`src/rtl/imem_loader_pkg.sv`:
```
// Shared types and constants for the boot-time instruction-memory loader.
package imem_loader_pkg;

   typedef enum logic [2:0] {
      HDR_HI,
      HDR_LO,
      PAYLOAD,
      CSUM,
      RUN,
      ERROR
   } loader_state_t;

   localparam int         BYTES_PER_WORD = 4;
   localparam logic [7:0] CSUM_GOOD      = 8'h00;

endpackage

```
`src/rtl/imem_loader_byte_packer.sv`:
```
// Packs big-endian payload bytes into 32-bit words; word_valid pulses the cycle
// after the final byte of a word is taken.
module imem_loader_byte_packer
   import imem_loader_pkg::*;
(
   input  logic        clk,
   input  logic        clr_n,
   input  logic        clear,
   input  logic        byte_valid,
   input  logic [7:0]  byte_data,
   output logic        last_byte,
   output logic        word_valid,
   output logic [31:0] word
);

   localparam int IDX_W = $clog2(BYTES_PER_WORD);

   logic [IDX_W-1:0] idx_q, idx_d;
   logic [31:0]      shift_q, shift_d;
   logic             valid_q, valid_d;

   assign last_byte  = (idx_q == IDX_W'(BYTES_PER_WORD - 1));
   assign word_valid = valid_q;
   assign word       = shift_q;

   // The shift register is left alone on clear so a write already on the bus stays intact.
   always_comb begin
      idx_d   = idx_q;
      shift_d = shift_q;
      valid_d = 1'b0;
      if (clear) begin
         idx_d = '0;
      end else if (byte_valid) begin
         shift_d = {shift_q[23:0], byte_data};
         idx_d   = idx_q + IDX_W'(1);
         valid_d = last_byte;
      end
   end

   always_ff @(posedge clk or negedge clr_n) begin
      if (!clr_n) begin
         idx_q   <= '0;
         shift_q <= '0;
         valid_q <= 1'b0;
      end else begin
         idx_q   <= idx_d;
         shift_q <= shift_d;
         valid_q <= valid_d;
      end
   end

endmodule

```
`src/rtl/imem_loader.sv`:
```
// Boot loader: receives a framed, checksummed byte stream, writes instruction memory,
// then releases the core through cpu_run.
//
// state   | meaning
// HDR_HI  | waiting for word-count high byte (no timeout)
// HDR_LO  | waiting for word-count low byte
// PAYLOAD | streaming N words, four bytes each
// CSUM    | waiting for the checksum byte
// RUN     | frame good, core released, stream ignored
// ERROR   | bad length, checksum or timeout; stream ignored
module imem_loader
   import imem_loader_pkg::*;
#(
   parameter int unsigned ADDR_W  = 8,
   parameter int unsigned TIMEOUT = 1_000_000
) (
   input  logic              clk,
   input  logic              clr_n,
   input  logic [7:0]        rx_data,
   input  logic              rx_valid,
   output logic              rx_ready,
   input  logic              reload,
   output logic              mem_wen,
   output logic [ADDR_W-1:0] mem_addr,
   output logic [31:0]       mem_wdata,
   output logic              cpu_run,
   output logic              load_err,
   output logic [ADDR_W:0]   word_count
);

   localparam int          TMR_W     = (TIMEOUT < 2) ? 1 : $clog2(TIMEOUT + 1);
   localparam logic [16:0] MAX_WORDS = 17'(1 << ADDR_W);

   loader_state_t     state_q, state_d;
   logic [15:0]       n_q, n_d;
   logic [7:0]        sum_q, sum_d;
   logic [ADDR_W:0]   count_q, count_d;
   logic [ADDR_W:0]   count_inc;
   logic [ADDR_W-1:0] addr_q, addr_d;
   logic [TMR_W-1:0]  tmr_q, tmr_d;
   logic              rdy_q, rdy_d;
   logic              run_q, run_d;
   logic              err_q, err_d;

   logic              accept;
   logic              counting;
   logic              timeout_hit;
   logic [7:0]        sum_next;
   logic [15:0]       n_rx;
   logic              last_byte;

   assign rx_ready    = rdy_q & ~reload;
   assign accept      = rx_valid & rx_ready;
   assign sum_next    = sum_q + rx_data;
   assign n_rx        = {n_q[15:8], rx_data};
   assign count_inc   = count_q + (ADDR_W+1)'(1);
   assign counting    = (state_q == HDR_LO) || (state_q == PAYLOAD) || (state_q == CSUM);
   // Down-counter reloads on every accepted byte; expiry is the T-th consecutive idle cycle.
   assign timeout_hit = (TIMEOUT != 0) && counting && !accept && (tmr_q == TMR_W'(1));

   assign mem_addr   = addr_q;
   assign cpu_run    = run_q;
   assign load_err   = err_q;
   assign word_count = count_q;

   imem_loader_byte_packer u_packer (
      .clk        (clk),
      .clr_n      (clr_n),
      .clear      (reload),
      .byte_valid (accept && (state_q == PAYLOAD)),
      .byte_data  (rx_data),
      .last_byte  (last_byte),
      .word_valid (mem_wen),
      .word       (mem_wdata)
   );

   always_comb begin
      state_d = state_q;
      n_d     = n_q;
      sum_d   = sum_q;
      count_d = count_q;
      addr_d  = addr_q;
      tmr_d   = tmr_q;

      if (accept) begin
         sum_d = sum_next;
      end
      if (accept || (state_q == HDR_HI)) begin
         tmr_d = TMR_W'(TIMEOUT);
      end else if (tmr_q != '0) begin
         tmr_d = tmr_q - TMR_W'(1);
      end

      case (state_q)
         HDR_HI: begin
            if (accept) begin
               n_d[15:8] = rx_data;
               state_d   = HDR_LO;
            end
         end
         HDR_LO: begin
            if (accept) begin
               n_d[7:0] = rx_data;
               if ({1'b0, n_rx} > MAX_WORDS) begin
                  state_d = ERROR;
               end else if (n_rx == 16'd0) begin
                  state_d = CSUM;
               end else begin
                  state_d = PAYLOAD;
               end
            end
         end
         PAYLOAD: begin
            if (accept && last_byte) begin
               addr_d  = count_q[ADDR_W-1:0];
               count_d = count_inc;
               if (32'(count_inc) == 32'(n_q)) begin
                  state_d = CSUM;
               end
            end
         end
         CSUM: begin
            if (accept) begin
               state_d = (sum_next == CSUM_GOOD) ? RUN : ERROR;
            end
         end
         default: ;
      endcase

      if (timeout_hit) begin
         state_d = ERROR;
      end

      if (reload) begin
         state_d = HDR_HI;
         n_d     = '0;
         sum_d   = '0;
         count_d = '0;
         tmr_d   = TMR_W'(TIMEOUT);
      end

      rdy_d = (state_d == HDR_HI) || (state_d == HDR_LO) ||
              (state_d == PAYLOAD) || (state_d == CSUM);
      run_d = (state_d == RUN);
      err_d = (state_d == ERROR);
   end

   always_ff @(posedge clk or negedge clr_n) begin
      if (!clr_n) begin
         state_q <= HDR_HI;
         n_q     <= '0;
         sum_q   <= '0;
         count_q <= '0;
         addr_q  <= '0;
         tmr_q   <= TMR_W'(TIMEOUT);
         rdy_q   <= 1'b0;
         run_q   <= 1'b0;
         err_q   <= 1'b0;
      end else begin
         state_q <= state_d;
         n_q     <= n_d;
         sum_q   <= sum_d;
         count_q <= count_d;
         addr_q  <= addr_d;
         tmr_q   <= tmr_d;
         rdy_q   <= rdy_d;
         run_q   <= run_d;
         err_q   <= err_d;
      end
   end

endmodule

```
`config.mk`:
```
export PLATFORM = sky130hd
export DESIGN_NAME = imem_loader
export DESIGN_NICKNAME = d
export VERILOG_FILES = /design/src/rtl/imem_loader_pkg.sv /design/src/rtl/imem_loader_byte_packer.sv /design/src/rtl/imem_loader.sv
export SDC_FILE = /design/constraint.sdc
export NUM_CORES = 1
export LEC_CHECK = 0
export CAP_MARGIN = 30
export CORE_MARGIN = 2
export CORE_UTILIZATION = 23
export CTS_CLUSTER_DIAMETER = 60
export CTS_CLUSTER_SIZE = 16
export DETAILED_ROUTE_END_ITERATION = 12
export GPL_TIMING_DRIVEN = 1
export SLEW_MARGIN = 40
export SYNTH_ARGS = -nofsm -noshare
export SYNTH_HDL_FRONTEND = slang
export SYNTH_SLANG_ARGS = --single-unit
```
`constraint.sdc`:
```
create_clock -name clk -period 2.5 [get_ports clk]
set_clock_uncertainty 0.1 [all_clocks]
set_input_delay 0.25 -clock clk [delete_from_list [all_inputs] [get_ports clk]]
set_output_delay 0.25 -clock clk [all_outputs]
set_load 0.01 [all_outputs]
```
==> results of run 1 <==
[synth_stat cells, drive strengths merged, types with 2 or more instances]
cell    instances
a211oi          4
a21boi          2
a21oi          10
and3            5
and3b           2
buf            15
clkbuf         10
dfrtp          95
dfstp           7
ha             11
inv            15
mux2           26
mux2i           4
nand2          73
nand2b          5
nand3          13
nand3b         16
nand4          10
nand4b          2
nor2           42
nor2b           4
nor3            7
nor4            8
o21ai          41
o21bai          2
o31ai          12
or3             4
xnor2          14
xor2           24
[state kept, by name (all words and copies together), names as in the netlist]
name                 flops
u_packer.word_valid      1
state_q                  3
load_err                 1
mem_addr                 8
tmr_q                   20
sum_q                    8
cpu_run                  1
n_q                     16
u_packer.idx_q           2
rdy_q                    1
word_count               9
u_packer.word           32
[area by class of cell]
cell class / instances / share of cell area
inverter: 15 / 0.00849
clock inverter: 3 / 0.00680
timing repair buffer: 106 / 0.148
clock buffer: 11 / 0.0381
tap: 280 / 0.0529
sequential: 102 / 0.386
multi-input combinational: 359 / 0.359
[routing by layer]
layer	wire, µm	part of all wire
met5	0	0
met1	5920	0.50
met3	394	0.033
met2	5320	0.45
met4	245	0.021
[per-stage QoR]
stage | total power [mW] | cells | utilization | setup WS, ps | hold WS, ps
after floorplan | 2.03 | 501 | - | 195 | -146
after global placement | 2.23 | 861 | 0.289 | -291 | 160
after detailed placement | 2.24 | 861 | 0.289 | -267 | 156
after CTS | 3.70 | 876 | 0.303 | 21.7 | 318
after global routing | 3.83 | 876 | 0.304 | 6.24 | 367
final | 3.64 | 876 | 0.304 | 156 | 312
[cell families (layout without fill, tap and decap cells)]
| family | Yosys count | after routing | synth area share |
|---|---|---|---|
| AO/OA/AOI/OAI | 82 | 82 | 0.100 |
| XOR/XNOR | 38 | 38 | 0.0665 |
| adder cells (fa/ha/maj) | 12 | 12 | 0.0308 |
| buffers and inverters | 40 | 135 | 0.0364 |
| flip-flops | 102 | 102 | 0.500 |
| multiplexers | 30 | 30 | 0.0650 |
| AND/OR/NAND/NOR | 197 | 197 | 0.200 |
[worst max-delay path, cell delays in order (launching register included)]
cell and delay (ps):
dfrtp_1 400, ha_1 220, fa_2 360, a211oi_2 260, o21bai_1 110, a21oi_1 160
xor2_1 100, a311o_1 350, and3b_1 170
[power groups by stage]
stage,sequential [mW],clock [mW],combinational (mW)
final,1.75,1.43,0.456
after detailed placement,1.78,0,0.454
after global routing,1.76,1.55,0.513
after global placement,1.78,0,0.450
after floorplan,1.77,0,0.261
after CTS,1.75,1.49,0.456
[worst min-delay path by stage]
stage,end,from,cells past startpoint
after floorplan,cpu_run,clr_n,0
after global placement,tmr_q[12],clr_n,1
after detailed placement,tmr_q[12],clr_n,1
after CTS,tmr_q[12],clr_n,2
after global routing,tmr_q[12],clr_n,2
final,tmr_q[12],clr_n,2
[repair_timing]
| item | 4_1_cts | 5_1_grt |
|---|---|---|
| hold endpoints to repair | 32 | 0 |
| resized for setup | 0 | 2 |
| setup buffers | 0 | 0 |
| hold buffers | 1 | 0 |
| setup endpoints to repair | 0 | 3 |
==> impl_results.md, run 1 <==
* Die Width at about 150 µm
* Die area at 23,500 µm²
* Clk sinks at ~100
* Sum Neg Setup Slack at 0 ps
* Syn-to-layout area delta at 29.5%
* Layout cell share with drive strength beyond 1 at 0.171
* Post-layout min period at 2340 ps
* Netlist cell types at between 50 and 60
* Total global routing overflow at 0
* Most frequent cells in the layout: 95 x dfrtp_1, 73 x nand2_1, 63 x clkdlybuf4s50_1
* Multi-input logic area at 2380 µm²
* Antenna violations before repair at 0
* Crit Path Max Fanout at 3
* First-pass GRT wire length at between 15,000 and 20,000 µm
* # setup viols final at 0
* Min-Delay Path Class: primary input to async pin
* Cell taking the most area after synthesis: dfrtp_1
* Seq pwr share at 0.482
* Netlist Area Pre-Place at ~5100 µm²
* CTS tree: yes
* Starting Density at 0.234
* DP HPWL at ~8700 µm
* Core Region at 21,800 µm²
* Worst-margin pin slew at 498 ps
* Worst-path clk slew at about 70 ps
* Max_cap viols at 0
* Met1 Use GR at 0.146
* Worst Path Required at between 2000 and 3000 ps
* GP Congestion at between 0.8 and 0.9
* Row Count at 54
* Yosys warning count at 0
* Mapped Avg Cell Area at 10.2 µm²
* Worst R2R Path Depth at 8
* Area contributors post-synth: dfrtp_1 46%, mux2_2 5.7%, nand2_1 5.4%
* Port Buf Inserts at 64
* Startpoint types: register
* Register area at between 2000 and 3000 µm²
* Slew Viols, Final at 0
* DIE HEIGHT at around 150 µm
* Routed vias at slightly below 4,000
* Most common cell after layout, fill and taps aside: dfrtp_1
* Lkg Pwr at about 3.0 nW
* Period utilisation layout at 0.938
* Ys flop type: dfrtp_1
* Final hold vios at 0
* Worst setup path startpoint: sum_q[0]
* WP data arrival at 2480 ps
* Clk network pwr share at 0.393
* R2R Setup Slk at approximately 160 ps
* Number of remaining DRC errors at 0
* Post-synth EDFFs at 0
* Maximum VDD drop at 0.234 mV
* Peak Freq at roughly 430 MHz
* GR Util All Layers at 0.104
* Rel. slew slack at 0.668
* Vias/cell at 4.46
* Dpl cell area at around 6300 µm²
* Yosys reg bits at 102
* Kind of critical path: register to register
* Routed Antenna Nets at 0
* Clock Tree Buf Depth at 2
* Switch Pwr at 0.906 mW
* CTS root buf: clkbuf_16
* Vias in the first global route at roughly 3,700
* Skew-Pair Late Insertion Delay at about 340 ps
* Asr flop ratio synth at 1.00
* Logic pwr share at 0.125
* Global routing's busiest layer: met2
* Met2 usage at 0.157
* Iteration count of the initial detailed-routing pass at 4
* Synth top area share at 0.465
* CP Capture Type: register
* Largest net degree at the start of global routing at 48
* Fillers at 2,273
* Wire per inst at about 14 µm
* Power Density at between 500 and 600 nW/µm²
* Status: finished clean
* Number of CTS-inserted buffers at 9
* Antenna cell count at 0
* Synthesized Nets at 525
* Initial DRC count at ~220
* P_int at between 2 and 3 mW
* Crit path to: cpu_run
* Final instance area at around 6600 µm²
* Mapped Cells at 501
* H-tree depth at 3
* RSZ-0062 raised after global routing: false
* Switching Share at 0.249
* Register area share after synthesis at 0.500
* Nets at roughly 620
* Final WL at about 12,000 µm
* Met3 Use GR at 0.0201
* Worst R2R Start: sum_q[0]
* Boundary pin count at 65
* R2R Path End: cpu_run
No activity file was read; power rests on OpenSTA's default activity.
==> run 2, diff against run 1 <==
Settings changed: HOLD_SLACK_MARGIN set to 0.08, RECOVER_POWER set to 100.
==> impl_results.md, run 2 (synthesis results as in run 1) <==
* Vias in the first global route at 3,739 (unchanged)
* Worst-margin pin slew at 926 ps (+428 ps)
* Worst Path Required at 2640 ps (about the same)
* RSZ-0062 raised after global routing: false
* CTS tree: yes
* Wire per inst at 13.6 µm (+0.19%)
* R2R Path End: cpu_run
* Number of remaining DRC errors at 0 (unchanged)
* Layout cell share with drive strength beyond 1 at 0.153 (-0.0185)
* Worst Hold Depth at 2
* Clock Tree Buf Depth at 2 (unchanged)
* Final instance area at 6540 µm² (-1.3%)
* Startpoint types: register
* Inst Count DP at 861 (unchanged)
* Max reg flops at 32 (unchanged)
* # setup viols final at 0 (unchanged)
* Status: finished clean
* Die Width at 153 µm (unchanged)
* Slew Viols, Final at 0 (unchanged)
* GR Util All Layers at 0.104 (unchanged)
* Most common cell after layout, fill and taps aside: dfrtp_1
* Iteration count of the initial detailed-routing pass at 4 (unchanged)
* Row Count at 54 (unchanged)
* DP HPWL at 8680 µm (unchanged)
* Skew-Pair Late Insertion Delay at 340 ps (about the same)
* Routed vias at 3,908 (+0.10%)
* First-pass GRT wire length at 19,800 µm (unchanged)
* Max_cap viols at 0 (unchanged)
* Peak Freq at 427 MHz (about the same)
* Rel. slew slack at 0.383 (-0.285)
* Lkg Pwr at 3.13 nW (+4.2%)
* Pre-CTS WS at -267 ps (unchanged)
* CTS root buf: clkbuf_16
* Most frequent cells in the layout: 95 x dfrtp_1, 73 x nand2_1, 53 x dlygate4sd3_1
* Sum Neg Setup Slack at 0 ps (unchanged)
* H-tree depth at 3 (unchanged)
* Antenna violations before repair at 0 (unchanged)
* Total power at 3.63 mW (-0.31%)
* Final WL at 11,900 µm (+0.19%)
* CP Capture Type: register
* Routed Antenna Nets at 0 (unchanged)
* Worst R2R Start: sum_q[0]
* Kind of critical path: register to register
* Power Density at 554 nW/µm² (+1.0%)
* Post-layout min period at 2340 ps (+0.0900 ps)
* Clk sinks at 102 (unchanged)
* R2R Setup Slk at 160 ps (about the same)
* Number of CTS-inserted buffers at 9 (unchanged)
* Largest net degree at the start of global routing at 48 (unchanged)
* DIE HEIGHT at 153 µm (unchanged)
* Boundary pin count at 65 (unchanged)
* Syn-to-layout area delta at 27.8%
* Worst hold endpoint: mem_addr[7]
* Initial DRC count at 216 (-3.6%)
* Min-Delay Path Class: register to register
* Fin cells at 876 (unchanged)
* Starting Density at 0.234 (unchanged)
* Maximum VDD drop at 0.235 mV (+0.51%)
* Period utilisation layout at 0.938 (about the same)
* WP data arrival at 2480 ps (about the same)
* Crit Path Max Fanout at 3 (unchanged)
* Crit path setup slack, layout at 156 ps (-0.0900 ps)
* Min-delay src: mem_addr[7]
* Worst R2R Path Depth at 8 (unchanged)
* Die area at 23,500 µm² (unchanged)
* Worst-path clk slew at 70 ps (about the same)
* Total global routing overflow at 0 (unchanged)
* Vias/cell at 4.46 (+0.10%)
* Final core occ at 0.300 (-0.00401)
* Dpl cell area at 6310 µm² (unchanged)
* Post-CTS Setup Repair Bufs at 0 (unchanged)
* GP Congestion at 0.817 (unchanged)
* Core Region at 21,800 µm² (unchanged)
* Antenna cell count at 0 (unchanged)
* Final hold vios at 0 (unchanged)
* Nets at 617 (unchanged)
* Port Buf Inserts at 64 (unchanged)
* Hold slack at 376 ps (+64.0 ps)
## run 2: cell count changes in the layout (fill, tap and decap cells not counted)
| cell | before | now |
|---|---|---|
| clkbuf_1 | 0 | 10 |
| buf_12 | 2 | 0 |
| o311ai_0 | 0 | 1 |
| buf_4 | 40 | 21 |
| clkdlybuf4s50_1 | 63 | 11 |
| o311ai_1 | 1 | 0 |
| clkbuf_4 | 0 | 3 |
| nand3_2 | 2 | 1 |
| nand3_1 | 11 | 12 |
| dlygate4sd3_1 | 1 | 53 |
| clkbuf_2 | 0 | 8 |
## run 2: how the worst max path moves through the flow
stage                     startpoint       to  slack [ps]  cells after the start
after floorplan             sum_q[0]  cpu_run         190                      8
after global placement    rx_data[0]  cpu_run        -290                      9
after detailed placement  rx_data[0]  cpu_run        -270                      9
after CTS                   sum_q[0]  cpu_run          20                      8
after global routing        sum_q[0]  cpu_run           6                      8
final                       sum_q[0]  cpu_run         160                      8
## run 2: area by class of cell
type	instances	area [µm²]
Fill cell	2290	15300
Sequential cell	102	2560
Multi-Input combinational cell	359	2380
Timing Repair Buffer	106	898
Tap cell	280	350
Clock buffer	11	253
Inverter	15	56.3
Clock inverter	3	45.0
## run 2: timing repair
item | 4_1_cts | 5_1_grt
hold buffers | 1 | 0
resized for setup | 0 | 2
endpoints found under the hold margin | 32 | 0
endpoints found under the setup margin | 0 | 3
## run 2: metal layers
metal,part of all wire,track usage
met1,0.50,0.146
met2,0.45,0.157
met3,0.030,0.0201
met4,0.020,0.0414
met5,0,0
## run 2: power breakdown
| part | internal [mW] | switching, mW | leakage, nW |
|---|---|---|---|
| sequential | 1.70 | 0.0480 | 1.38 |
| clock | 0.820 | 0.611 | 0.140 |
| combinational | 0.195 | 0.247 | 1.61 |
## run 2: critical path, cell delays in order (launching register included)
cell      delay, ps
dfrtp_1         400
ha_1            220
fa_2            360
a211oi_2        260
o21bai_1        110
a21oi_1         160
xor2_1          100
a311o_1         350
and3b_1         170
==> edit 1, RTL diff (flow settings as in run 2) <==
Re-encode `loader_state_t` (6 states) as Gray code, 3 bits wide.
--- a/src/rtl/imem_loader_pkg.sv
+++ b/src/rtl/imem_loader_pkg.sv
@@ -4,8 +4,8 @@
    typedef enum logic [2:0] {
-      HDR_HI,
-      HDR_LO,
-      PAYLOAD,
-      CSUM,
-      RUN,
-      ERROR
+      HDR_HI  = 3'b000,
+      HDR_LO  = 3'b001,
+      PAYLOAD = 3'b011,
+      CSUM    = 3'b010,
+      RUN     = 3'b110,
+      ERROR   = 3'b111
    } loader_state_t;
Function: no difference found for any inputs over 4 cycles, from zero or initial values; so few cycles prove little.
==> edit 1 against run 2 <==
- routed wire length increased by 0.74%
- worst setup slack got worse by 0.044 ns
- total power increased by 2.0%
- sequential cell count unchanged
- maximum frequency decreased by 1.9%
- synthesized cell count decreased by 1.8%
- design area decreased by 0.52%
- sequential share of layout area increased by 0.20 points
- area after synthesis decreased by 1.2%
- critical endpoint is now tmr_q[18]
- largest cell class unchanged
==> edit 1: results (changes against run 2) <==
* Outcome: finished clean
* First-pass GRT wire length at 20.5 mm (+3.5%)
* Gpl congestion at 0.785 (-4.0%)
* R2r startpoint: tmr_q[1]
* Initial antenna violation count at 1 (+1)
* Worst-case hold slack at 0.371 ns (-0.00443 ns)
* Mapped Nets at 516 (-1.7%)
* Fin nets at 610 (-1.1%)
* Sequential Power Share at 47.9% (-0.4 points)
* Distinct cell type count after synthesis at 55 (-6.8%)
* Combinational share of power at 14.3% (+2.1 points)
* Non-Filler Instances at 871 (-0.57%)
* Startpoint Class: flip-flop
* Post-synthesis adder-cell area fraction at 3.12% (+0.039 points)
* Htree depth at 3 (unchanged)
* Psw at 1.05 mW (+16%)
* Relative slew margins at 24.8% (-14 points)
* Register area share after synthesis at 50.7% (+0.63 points)
* Via count at 3,847 (-1.6%)
* Hold Crit Endpoint: mem_addr[4]
* Dpl hpwl at 8.70 mm (+0.32%)
* WP data arrival at 2.58 ns (+0.10 ns)
* Most common library cells after synthesis: 95 x dfrtp_1, 58 x nand2_1, 49 x nor2_1, 41 x o21ai_0, 32 x mux2_2
* Fill cells at 2,241 (-2.1%)
* M1 GR Usage at 14.1% (-0.49 points)
* Cells after DPL at 854 (-0.81%)
* Power Density at 568 mW/mm2 (+2.6%)
* Peak VDD IR at 334 uV (+42%)
* Post-synthesis compound-gate area fraction at 9.38% (-0.67 points)
* Vias in the first global route at 3,959 (+5.9%)
* Post-detailed-routing wire length at 12.0 mm (+0.74%)
* Cell family with most CP delay: simple AND/OR/NAND/NOR gates
* DRT iter0 DRCs at 211 (-2.3%)
* GRT Util Overall at 10.8% (+0.42 points)
* Routed wl met3 at 413 um (+17%)
* XOR/XNOR Fraction of Synth Area at 5.37% (-1.3 points)
* # diodes at 0 (unchanged)
* CP max stage delay at 0.40 ns (about the same)
* R2R setup slack at 0.11 ns (-0.04 ns)
* Worst-path fanout max at 4 (+1)
* Starting Density at 23.3% (-0.15 points)
* Layout cell share with drive strength beyond 1 at 16.2% (+0.98 points)
* Worst Setup EP: tmr_q[18]
* Worst Hold Class: reg2reg
* Top sig layer: met5
* WL met1 at 5.74 mm (-3.4%)
* Mux contribution to synthesized area at 9.31% (+2.8 points)
* GR Util met3 at 3.01% (+1.0 points)
* Routed wire length on met2 at 5.64 mm (+5.3%)
* Most area-consuming cells after synthesis: dfrtp_1 47%, mux2_2 7.1%, nand2_1 4.3%
* Hold_sp: mem_addr[4]
* Worst-skew pair later-pin latency at 0.36 ns (+0.02 ns)
* Met2 Usage GRT at 17.3% (+1.6 points)
* Post-Syn Area per Cell at 10.3 um2 (+0.56%)
* Pin count of the biggest net entering global routing at 45 (-6.3%)
* Leak Pwr at 3.01 nW (-3.7%)
-- edit 1: cell count changes after synthesis, moves of 7 or more --
cell	before	now
nor2_1	42	49
mux2i_1	4	11
nand2_1	73	58
nand3b_1	16	4
nor4_1	5	15
nand2b_1	5	15
inv_1	15	6
xor2_1	23	10
o31ai_1	12	3
xnor2_1	14	21
-- edit 1: through the flow --
stage / setup TNS (ns) / area, um2 / setup WS [ns]
after floorplan: 0 / 5050 / 0.240
after global placement: -0.577 / 6280 / -0.218
after detailed placement: -0.609 / 6280 / -0.226
after CTS: 0 / 6580 / 0.0773
after global routing: 0 / 6510 / 0.0111
final: 0 / 6510 / 0.112
-- edit 1: layout make-up --
type,count,area (um2),share of cell area [%]
Timing Repair Buffer,104,902,13.9
Multi-Input combinational cell,362,2380,36.5
Sequential cell,102,2560,39.4
Clock buffer,9,225,3.46
Inverter,7,26.3,0.404
Clock inverter,7,65.1,1.00
Tap cell,280,350,5.38
==> edit 2, RTL diff (flow settings as in run 2) <==
Without the edit above. Change the parameter `ADDR_W` from 8 to 6.
--- a/src/rtl/imem_loader.sv
+++ b/src/rtl/imem_loader.sv
@@ -13,3 +13,3 @@
 #(
-   parameter int unsigned ADDR_W  = 8,
+   parameter int unsigned ADDR_W  = 6,
    parameter int unsigned TIMEOUT = 1_000_000
Interface: changed (resized mem_addr and word_count); port bits go from 65 to 61. No check against the original RTL was run, so the function may have changed too.
==> edit 2 against run 2 <==
- combinational power fell by 6.3%
- non-clock buffer count shrank 13
- sequential cell count down 4
- area after synthesis fell by 6.3%
- largest cell class unchanged
- register-to-register slack better by 0.08 ns
- design area decreased by 5.7%
- total power fell by 6.4%
- count of clock-buffer cells in the layout down 1
- via count decreased by 9.2%
- largest power group unchanged
- clock power decreased by 8%
- worst setup slack better by 0.078 ns
- routed wire length decreased by 7.1%
==> edit 2: results (changes against run 2) <==
* Outcome: finished clean
* Via count at 3,548 (-9.2%)
* Hold_sp: mem_addr[0]
* WP data arrival at 2.41 ns (-0.07 ns)
* CP startpoint: rx_data[1]
* WL met1 at 5.08 mm (-15%)
* Distinct cell type count after synthesis at 57 (-3.4%)
* Initial antenna violation count at 1 (+1)
* CP max stage delay at 0.48 ns (+0.08 ns)
* Worst-path fanout max at 5 (+2)
* Routed wl met3 at 401 um (+13%)
* Most area-consuming cells after synthesis: dfrtp_1 48%, mux2_2 7.5%, nand2_1 4.5%
* Clk power at 1.31 mW (-8%)
* Gpl congestion at 0.811 (-0.73%)
* Post-detailed-routing wire length at 11.1 mm (-7.1%)
* Mapped Nets at 478 (-9.0%)
* Pin count of the biggest net entering global routing at 54 (+13%)
* Cells after DPL at 799 (-7.2%)
* R2r startpoint: word_count[0]
* Most common library cells after synthesis: 91 x dfrtp_1, 58 x nand2_1, 35 x nor2_1, 32 x mux2_2, 30 x o21ai_0
* Total internal power at 2.50 mW (-8.1%)
* Register area share after synthesis at 51.3% (+1.3 points)
* Layout cell share with drive strength beyond 1 at 16.8% (+1.6 points)
* Mapped Cells at 454 (-9.4%)
* GR Util met3 at 2.76% (+0.75 points)
* Routed wire length on met2 at 5.41 mm (+0.95%)
* Routed vias/inst at 4.34 (-2.8%)
* Dpl hpwl at 8.02 mm (-7.5%)
* Met2 Usage GRT at 17.4% (+1.6 points)
* GRT Util Overall at 10.4% (+0.025 points)
* Fin nets at 566 (-8.3%)
* DRT iter0 DRCs at 229 (+6.0%)
* Combinational group power at 0.414 mW (-6.3%)
* # port buffers at 60 (-6.3%)
-- edit 2: repair_timing --
item | 4_1_cts | 5_1_grt
setup endpoints to repair | 0 | 2
resized for setup | 0 | 1
setup buffers | 0 | 1
hold buffers | 1 | 0
hold endpoints to repair | 25 | 0
-- edit 2: kinds of logic (layout without fill, tap and decap cells) --
group	Yosys count	after routing	share of synthesized area [%]
xor+xnor	34	34	6.21
compound gates	71	71	9.66
simple gates	183	183	19.9
mux	33	33	7.73
other cells	0	1	0
flops	98	98	51.3
buf+inv	23	116	1.88
fa+ha+maj	12	12	3.29
-- edit 2: final timing paths --
path / end / slack [ns] / cells past startpoint
min in group asynchronous: u_packer.word[4] / 0.68 / 2
hold reg to reg: mem_addr[0] / 0.37 / 2
max in group asynchronous: tmr_q[18] / 0.40 / 3
setup reg to reg: cpu_run / 0.24 / 7
setup / recovery: cpu_run / 0.23 / 8
hold / removal: mem_addr[0] / 0.37 / 2
-- edit 2: cell type report --
cell class	count	area, um2
multi-input cells	333	2240
flip-flops and latches	98	2460
diodes	1	2.50
fillers	2134	14200
clock buffers	10	229
inverters	7	26.3
well taps	270	338
clock inverters	6	41.3
repair buffers	93	828
-- edit 2: metrics by stage --
step,setup TNS (ns),setup slack (ns),area [um2],power (mW),hold WS (ns)
2_1_floorplan,0,0.375,4790,1.95,-0.146
3_3_place_gp,-0.300,-0.111,5910,2.11,0.0928
3_5_place_dp,-0.489,-0.182,5910,2.11,0.0946
4_1_cts,0,0.188,6190,3.45,0.260
5_1_grt,0,0.0282,6170,3.57,0.390
6_report,0,0.234,6170,3.39,0.366
-- edit 2: worst min-delay path, stage by stage, from the launching register on --
cell and delay, ns:
dfrtp_1 0.34, nand2_1 0.05, nand2_1 0.05
